`src/rtl/alu_op_sequencer.sv`:
```
// Per-nibble ALU sequencer: captures operands, commits result/flags, then
// soft-ramps the PWM setpoint toward the committed result.
module alu_op_sequencer #(
  parameter int RAMP_DIV = 1000
) (
  input  logic       clk,
  input  logic       rst,
  input  logic [3:0] spi_data,
  input  logic       spi_valid,
  input  logic [1:0] sensor_code,
  input  logic [1:0] op_code,
  output logic [3:0] alu_a,
  output logic [3:0] alu_b,
  output logic [1:0] alu_sel,
  input  logic [7:0] alu_result,
  input  logic [3:0] alu_flags,
  output logic [3:0] result_q,
  output logic [3:0] flags_q,
  output logic [3:0] pwm_level,
  output logic       busy,
  output logic       done
);

  typedef enum logic [1:0] {IDLE, EXEC, COMMIT, RAMP} state_t;

  localparam logic [15:0] DIV_M1 = 16'(RAMP_DIV - 1);

  state_t      state, state_d;
  logic        pending;
  logic [3:0]  pend_data;
  logic [15:0] ramp_cnt;

  logic        capture, set_pend, clr_pend, commit, cnt_run;
  logic [3:0]  cap_data;

  // Upper result bits carry nothing the flags do not already encode.
  logic unused_hi;
  assign unused_hi = ^alu_result[7:4];

  assign busy = (state != IDLE);

  always_comb begin
    state_d  = state;
    capture  = 1'b0;
    cap_data = spi_data;
    set_pend = 1'b0;
    clr_pend = 1'b0;
    commit   = 1'b0;
    cnt_run  = 1'b0;
    case (state)
      IDLE, RAMP: begin
        // A fresh strobe wins over (and discards) any buffered nibble; in RAMP
        // either one aborts the ramp with pwm_level left where it is.
        if (spi_valid) begin
          capture  = 1'b1;
          clr_pend = 1'b1;
          state_d  = EXEC;
        end else if (pending) begin
          capture  = 1'b1;
          cap_data = pend_data;
          clr_pend = 1'b1;
          state_d  = EXEC;
        end else if (state == RAMP) begin
          if (pwm_level == result_q) state_d = IDLE;
          else                       cnt_run = 1'b1;
        end
      end
      EXEC: begin
        set_pend = spi_valid;
        state_d  = COMMIT;
      end
      COMMIT: begin
        set_pend = spi_valid;
        commit   = 1'b1;
        state_d  = RAMP;
      end
      default: state_d = IDLE;
    endcase
  end

  always_ff @(posedge clk or posedge rst) begin
    if (rst) begin
      state     <= IDLE;
      alu_a     <= '0;
      alu_b     <= '0;
      alu_sel   <= '0;
      result_q  <= '0;
      flags_q   <= '0;
      pwm_level <= '0;
      done      <= 1'b0;
      pending   <= 1'b0;
      pend_data <= '0;
      ramp_cnt  <= '0;
    end else begin
      state <= state_d;
      done  <= commit;
      if (capture) begin
        alu_a   <= cap_data;
        alu_b   <= {2'b00, sensor_code};
        alu_sel <= op_code;
      end
      if (set_pend) begin
        pending   <= 1'b1;
        pend_data <= spi_data;
      end else if (clr_pend) begin
        pending <= 1'b0;
      end
      if (commit) begin
        result_q <= alu_result[3:0];
        flags_q  <= alu_flags;
        ramp_cnt <= '0;
      end else if (cnt_run) begin
        if (ramp_cnt == DIV_M1) begin
          ramp_cnt  <= '0;
          pwm_level <= (pwm_level < result_q) ? pwm_level + 4'd1 : pwm_level - 4'd1;
        end else begin
          ramp_cnt <= ramp_cnt + 16'd1;
        end
      end
    end
  end

endmodule

```
`config.mk`:
```
export PLATFORM = sky130hd
export DESIGN_NAME = alu_op_sequencer
export DESIGN_NICKNAME = d
export VERILOG_FILES = /design/src/rtl/alu_op_sequencer.sv
export SDC_FILE = /design/constraint.sdc
export NUM_CORES = 1
export LEC_CHECK = 0
export BUFFER_PORTS_ARGS = -buffer_cell sky130_fd_sc_hd__buf_2
export CAP_MARGIN = 20
export CORE_UTILIZATION = 58
export CTS_CLUSTER_DIAMETER = 50
export CTS_CLUSTER_SIZE = 24
export DETAILED_ROUTE_END_ITERATION = 7
export PLACE_DENSITY_LB_ADDON = 0.2
export SYNTH_ARGS = -nofsm -noshare
export SYNTH_HDL_FRONTEND = slang
export SYNTH_SLANG_ARGS = --single-unit
```
`constraint.sdc`:
```
create_clock -name clk -period 6.5 [get_ports clk]
set_clock_uncertainty 0.15 [all_clocks]
set_input_delay 0.65 -clock clk [delete_from_list [all_inputs] [get_ports clk]]
set_output_delay 0.65 -clock clk [all_outputs]
set_load 0.05 [all_outputs]
```
After elaboration in Yosys (flattened, before gate mapping)

Index checks and enable logic that the tools add are counted.
W data, S select, Z words.

Add/subtract/negate cells: 3
$lt $le $gt $ge: 1
Equality and inequality tests: 7
Muxes and demuxes: 24
Bitwise gates (word level): 1
Reductions and logical operators: 8

Operators by type and width:

| operator                | number |
|---|---|
| $mux W16                | 3 |
| $add A16 B1 Y16 const B | 1 |
| $eq A16 B10 Y1 const B  | 1 |
| $mux W4                 | 4 |
| $mux W1                 | 12 |
| $mux W2                 | 4 |
| $ne A4 B4 Y1 const B    | 2 |
| $pmux W2 S3             | 1 |
| $reduce_bool A2 Y1      | 3 |
| $add A4 B1 Y4 const B   | 1 |
| $eq A2 B2 Y1 const B    | 2 |
| $eq A4 B4 Y1            | 1 |
| $lt A4 B4 Y1            | 1 |
| $reduce_or A2 Y1        | 2 |
| $sub A4 B1 Y4 const B   | 1 |
| $reduce_and A3 Y1       | 1 |
| $eq A2 B1 Y1 const B    | 1 |
| $logic_not A2 Y1        | 1 |
| $reduce_and A2 Y1       | 1 |
| $not A1 Y1              | 1 |

Flip-flop bits (word level): 44
Bits of input ports: 23
Output and inout port bits: 24
Logic and storage cells: 55

Logic depth before layout (Yosys ltp)

Gate-level depths: netlist of run 1.

Depth in word-level cells: 8
Depth in mapped cells: 11
Mapped depth without buffers: 11

Worst setup path after synthesis of run 1

Ideal clock, no wire load.

Kind: reg-to-reg
Start point: reg result_q[1]
End point: reg pwm_level[3]
Setup time: 0.141 ns
Arrival: 2.377 ns
Data required time: 6.209 ns
Slack: 3.831 ns
Cell stages (with the launch flop): 12
Path buffers: 0
Period minus slack after synthesis: 2.669 ns
Cells stage by stage: dfrtp_1 inv_1 ha_1 nor2b_1 o211ai_1 nand2_1 ha_1 a21oi_1 nand2_1 and3_1 o21ai_1 xnor2_1

Word-level cells in the longest chain between the ends: 7
Elaborated cells between the ends (all ways): 9
Classes of those cells: order compare: 1; eq/ne: 1; mux: 6; reduce/logical: 1

Ends and longest elaborated chain:

| item                               | line | source |
|---|---|---|
| from (decl)                        | 17   | `output logic [3:0] result_q,` |
| from (signal assigned)             | 109  | `result_q <= alu_result[3:0];` |
| $eq A4 B4 Y1                       | 64   | `if (pwm_level == result_q) state_d = IDLE;` |
| $mux W1                            | 64   |  |
| $mux W1                            | 63   | `end else if (state == RAMP) begin` |
| $mux W1                            | 58   | `end else if (pending) begin` |
| $mux W1                            | 54   | `if (spi_valid) begin` |
| $mux W1                            | 50   | `case (state)` |
| $reduce_and A3 Y1 (no source line) | --   |  |
| to (signal assigned)               | 115  | `pwm_level <= (pwm_level < result_q) ? pwm_level + 4'd1 : pwm_level - 4'd1;` |
| to (decl)                          | 19   | `output logic [3:0] pwm_level,` |

Several ways; a longest one is shown, not always the timed one.
A chain may end at the register's enable or synchronous reset.

Final worst setup path of run 1

Start point: reg state[1]
End point: reg ramp_cnt[7]

Word-level cells in the longest chain between the ends: 6
Elaborated cells between the ends (all ways): 11
Classes of those cells: eq/ne: 2; mux: 6; reduce/logical: 3

Ends and longest elaborated chain:

| item                                | line   | source |
|---|---|---|
| from (decl)                         | 28     | `state_t state, state_d;` |
| from (signal assigned)              | 95     | `state <= state_d;` |
| $eq A2 B2 Y1                        | 50, 63 |  |
| $mux W1                             | 63     |  |
| $mux W1                             | 58     |  |
| $mux W1                             | 54     |  |
| $mux W1                             | 50     |  |
| $reduce_bool A2 Y1 (no source line) | --     |  |
| to (signal assigned)                | 117    | `ramp_cnt <= ramp_cnt + 16'd1;` |
| to (decl)                           | 31     | `logic [15:0] ramp_cnt;` |

Several ways; a longest one is shown, not always the timed one.

==> results.toml, run 1 <==
[pwr]
irDropWorstVdd_v = 0.000394
finalPower_mw = 1.13
cellPowerDensity_mw_per_mm2 = 443
p_leak_nw = 1.26

[layout]
layout_commonest_cell = "dfrtp_1"
diodes = 0
postLayoutCellArea_mm2 = 0.00255
final_cell_mix = "44 x dfrtp_1, 40 x buf_2, 29 x nand2_1"
fin_nets = 297
area_growth_pct = 15.2
layout-drive-gt1-share_pct = 23.5
stdcell_count = 312
fin_util_pct = 69.8

[critical_path]
crit_path_start_kind = "flop"
cp_max_fo = 10
cp.arrival_ps = 2740
required_ps = 6570
crit_path_end_kind = "flop"
crit_type = "flop to flop"

[cts]
cts_made_buffers = 5
cts-resized-gates = 0
cts_hold_buf = 0
cts_tree = "yes"
clkSinkCount = 44
clk_pin_slew_ps = 80
post-cts-setup-buffers = 0
cts_buffer_depth = 2
clock-root-buffer = "clkbuf_8"
cts_htree_levels = 2
insertion_delay_ps = 300

[logic_synthesis]
syn_inst = 222
synth-seq-area-share_pct = 49.7
yosys_most_used_dff = "dfrtp_1"
synth_edf_count = 0
ys_warn_count = 0
synth_area_leaders = "dfrtp_1 50%, ha_1 5.6%, nand2_1 4.9%"
synth_top_area_share_pct = 49.7
synth_cell_types = 36
syn_area_mm2 = 0.00222
async_flop_share_pct = 100
yosys_register_bits = 44
synth_area_per_cell_um2 = 9.99
yosysTopAreaCell = "dfrtp_1"

[worst_hold_path]
hold_class = "input pin to asynchronous set/reset pin"

[sta]
worst_pin_slew_ps = 695
hold_viol_final = 0
fin_tns_setup_ps = 0
rsz0062_at_grt = "false"
max_freq_mhz = 376
worst_slack_ps = 3840
maxSlewHeadroom_pct = 53.7
maxSlewViolCount = 0
period_share_pct = 41.0
hold_slack_ps = 137
final-setup-viol-count = 0
final.min_clock_period_ps = 2660

[routing]
drtPass1Iterations = 4
drt_wl_total_mm = 4.28
drc_errors = 0
vias_per_cell = 5.62
final_antenna_net_count = 0
wl_per_cell_um = 13.7
drtIter0Drc = 124
via_count = 1753

[place]
postPlaceCellArea_mm2 = 0.00245
hpwlAfterDp_mm = 3.06
dpl_worst_slack_ps = 3820
gp_congestion = 0.834
io_buffers = 40
dp_cells = 303

[global_routing]
grt_pass1_vias = 1710
grt_pass1_wl_mm = 7.38
grt_usage_pct = 23.6
grt_max_degree = 35
grt-ovfl-total = 0
antenna_found_initial = 0

[floorplanning]
num_rows = 22
die_y_um = 63.8
fp.dieW_um = 63.8
ios = 47
initial_core_util_pct = 60.6
dieArea_mm2 = 0.00407
coreArea_mm2 = 0.00366

[flow_run]
cap_violations = 0

[status]
outcome = "finished, final reports clean"
## cell type report
| cell class | count | area [um^2] |
|---|---|---|
| fillers | 280 | 1110 |
| inverters | 9 | 33.8 |
| flip-flops and latches | 44 | 1100 |
| clock inverters | 2 | 10.0 |
| multi-input cells | 160 | 1040 |
| well taps | 48 | 60.1 |
| repair buffers | 43 | 230 |
| clock buffers | 6 | 82.6 |
## cells by family (layout without fill, tap and decap cells)
family | Yosys count | count (layout) | share of synthesized area (%)
xor gates and xnor gates | 8 | 8 | 3.16
muxes | 14 | 14 | 6.94
and+or+nand+nor | 84 | 84 | 19.5
buffers and inverters | 19 | 60 | 3.78
DFF | 44 | 44 | 49.7
other | 1 | 2 | 0.169
adders and majority gates | 11 | 11 | 6.55
AOI/OAI and AO/OA | 41 | 41 | 10.3
## routing by layer
layer / wire [um] / GRT usage, % / part of all wire [%] / vias up
met5: 0 / 0 / 0 / -
met4: 44 / 11.4 / 1.0 / 0
met3: 165 / 5.36 / 3.9 / 4
met2: 2100 / 39.1 / 49 / 38
met1: 1980 / 29.1 / 46 / 855
li1: - / - / - / 856
## cell usage after synthesis (3+ instances only)
library cell and count:
nand4_1 7, o21ai_0 16, dfrtp_1 44, nor2b_1 4, xor2_1 6, buf_4 3
inv_1 9, and3_1 4, mux2_2 9, or3_1 5, a22oi_1 4, nor3_1 4
nand2_1 29, ha_1 10, clkbuf_1 6, or4_1 3, nand3_1 6, a21oi_1 15
mux2i_1 3, nor2_1 15
## power breakdown
group | switching (mW) | total, mW | internal, mW | leakage (nW)
clock | 0.0897 | 0.174 | 0.0848 | 0.0510
sequential | 0.0413 | 0.395 | 0.353 | 0.564
combinational | 0.401 | 0.561 | 0.160 | 0.647
## critical path, stage by stage (launching register included)
cell and delay [ps]:
dfrtp_1 380, inv_1 70, ha_1 380, a41oi_1 280, and3_1 420, nand2b_1 230
or4_1 530, a21oi_1 150
## worst paths after layout
path / depth (start not counted) / from / end / slack [ps]
worst max-delay path: 7 / state[1]$_DFFE_PP0P_ / ramp_cnt[7]$_DFFE_PP0P_ / 3840
worst min-delay path: 2 / rst / ramp_cnt[3]$_DFFE_PP0P_ / 140
worst max register to register: 7 / state[1]$_DFFE_PP0P_ / ramp_cnt[7]$_DFFE_PP0P_ / 3840
worst min register to register: 2 / alu_a[0]$_DFFE_PP0P_ / alu_a[0]$_DFFE_PP0P_ / 330
max in group asynchronous: 3 / rst / result_q[2]$_DFFE_PP0P_ / 5350
min in group clk: 2 / alu_a[0]$_DFFE_PP0P_ / alu_a[0]$_DFFE_PP0P_ / 330
## flip-flops by register name (all words and copies together), names as in the netlist
signal     cells
ramp_cnt      16
alu_a          4
flags_q        4
pend_data      4
pwm_level      4
result_q       4
alu_b          2
alu_sel        2
state          2
done           1
pending        1
No activity file was read; power rests on OpenSTA's default activity.
==> run 2, diff against run 1 <==
CORE_UTILIZATION = 54   (was 58)
clock period = 2.7 ns   (was 6.5 ns; I/O delays follow)
==> results.toml, run 2 (same netlist as run 1, synthesis figures left out) <==
[sta]
fin_tns_setup_ps = 0
maxSlewViolCount = 0
final.min_clock_period_ps = 2510
rsz0062_at_grt = "false"
max_freq_mhz = 398
hold_viol_final = 0
worst_pin_slew_ps = 576
maxSlewHeadroom_pct = 61.3
final-setup-viol-count = 0
period_share_pct = 93.0

[cts]
cts_htree_levels = 2
clk_pin_slew_ps = 80
cts_tree = "yes"
insertion_delay_ps = 300
clock-root-buffer = "clkbuf_8"
clkSinkCount = 44
cts_made_buffers = 5
cts_buffer_depth = 2

[global_routing]
grt_max_degree = 34
grt_usage_pct = 22.8
grt_pass1_vias = 1612
antenna_found_initial = 0
grt_pass1_wl_mm = 7.36
grt-ovfl-total = 0

[layout]
postLayoutCellArea_mm2 = 0.00258
layout_commonest_cell = "dfrtp_1"
layout-drive-gt1-share_pct = 23.8
diodes = 0
filler_cell_count = 298
area_growth_pct = 16.5
final_cell_mix = "44 x dfrtp_1, 40 x buf_2, 29 x nand2_1"
regMostFlops = "ramp_cnt"
stdcell_count = 317
fin_nets = 302
largest_reg_flops = 16

[routing]
drtPass1Iterations = 4
vias_per_cell = 5.52
drtIter0Drc = 124
drc_errors = 0
via_count = 1751
wl_per_cell_um = 13.7
final_antenna_net_count = 0
drt_wl_total_mm = 4.34

[place]
gp_congestion = 0.853
postPlaceCellArea_mm2 = 0.00248
hpwlAfterDp_mm = 3.05
io_buffers = 40
dp_cells = 308

[floorplanning]
num_rows = 22
die_y_um = 66.1
ios = 47
coreArea_mm2 = 0.00380
fp.dieW_um = 66.1
initial_core_util_pct = 58.4
dieArea_mm2 = 0.00437

[worst_hold_path]
hold_class = "input pin to flop"

[critical_path]
cp_max_fo = 5
cp.arrival_ps = 2590
crit_path_start_kind = "flop"
crit_path_end_kind = "flop"
required_ps = 2780
crit_type = "flop to flop"

[pwr]
pwr-share-seq_pct = 34.5
p_int_mw = 1.46
p_sw_share_pct = 46.8
combPwrFrac_pct = 50.0
clkPwrFrac_pct = 15.5
p_leak_nw = 1.28
p_sw_mw = 1.29
irDropWorstVdd_v = 0.000773
cellPowerDensity_mw_per_mm2 = 1060

[flow_run]
cap_violations = 0

[status]
outcome = "finished, final reports clean"
==> run 2: cell count changes in the layout (fill, tap and decap cells not counted) <==
| cell | delta |
|---|---|
| buf_8 | -1 |
| dlygate4sd3_1 | +1 |
| clkbuf_1 | +2 |
| clkinv_2 | -2 |
| buf_4 | +5 |
==> run 2: worst max-delay path, cell delays in order, from the launching register on <==
cell	delay, ps
dfrtp_1	440
ha_1	310
nor2b_1	130
o211ai_1	220
nand2_1	150
ha_1	350
a21oi_1	150
nand2_1	80
and3_1	180
o21ai_1	140
xnor2_1	130
==> run 2: per-stage QoR <==
stage                     power (mW)  hold WS, ps  setup slack (ps)  util (%)
final                           2.75         10.6               190      68.0
after floorplan                 2.00          225              31.3         -
after global routing            2.93         9.16              68.2      68.0
after CTS                       2.76        0.750               181      68.0
after detailed placement        2.33         82.5               198      65.4
after global placement          2.29         82.8               254      65.4
==> run 2: power groups by stage <==
| stage | combinational [mW] | sequential [mW] | clock (mW) |
|---|---|---|---|
| after floorplan | 0.606 | 1.39 | 0 |
| after global placement | 1.34 | 0.950 | 0 |
| after detailed placement | 1.37 | 0.959 | 0 |
| after CTS | 1.38 | 0.948 | 0.435 |
| after global routing | 1.49 | 0.972 | 0.466 |
| final | 1.37 | 0.948 | 0.425 |
==> run 2: worst paths after layout <==
kind | start | end | slack, ps | depth (start not counted)
min in group asynchronous | rst | ramp_cnt[11]$_DFFE_PP0P_ | 300 | 3
min | sensor_code[0] | alu_b[0]$_DFFE_PP0P_ | 10 | 3
max reg2reg | pwm_level[1]$_DFFE_PP0P_ | pwm_level[3]$_DFFE_PP0P_ | 190 | 10
max | pwm_level[1]$_DFFE_PP0P_ | pwm_level[3]$_DFFE_PP0P_ | 190 | 10
max in group asynchronous | rst | ramp_cnt[1]$_DFFE_PP0P_ | 1390 | 4
min reg2reg | alu_b[0]$_DFFE_PP0P_ | alu_b[0]$_DFFE_PP0P_ | 330 | 2
==> run 2: area by class of cell <==
| class | instances | area (um^2) | area share, % |
|---|---|---|---|
| sequential | 44 | 1100 | 42.6 |
| multi-input combinational | 160 | 1040 | 40.1 |
| timing repair buffer | 48 | 263 | 10.2 |
| clock buffer | 8 | 90.1 | 3.49 |
| tap | 48 | 60.1 | 2.32 |
| inverter | 9 | 33.8 | 1.31 |
==> run 2: routing by layer <==
metal / track usage [%] / vias up / share of wire (%)
li1: - / 861 / -
met1: 29.3 / 828 / 46
met2: 36.9 / 56 / 46
met3: 6.21 / 6 / 5.8
met4: 7.98 / 0 / 1.5
met5: 0 / - / 0
==> run 2: repair_timing <==
item                      in CTS  in global routing
hold buffers                   1                  0
gates resized for setup        0                  0
buffers inserted               0                  0
hold endpoints to repair      11                  0
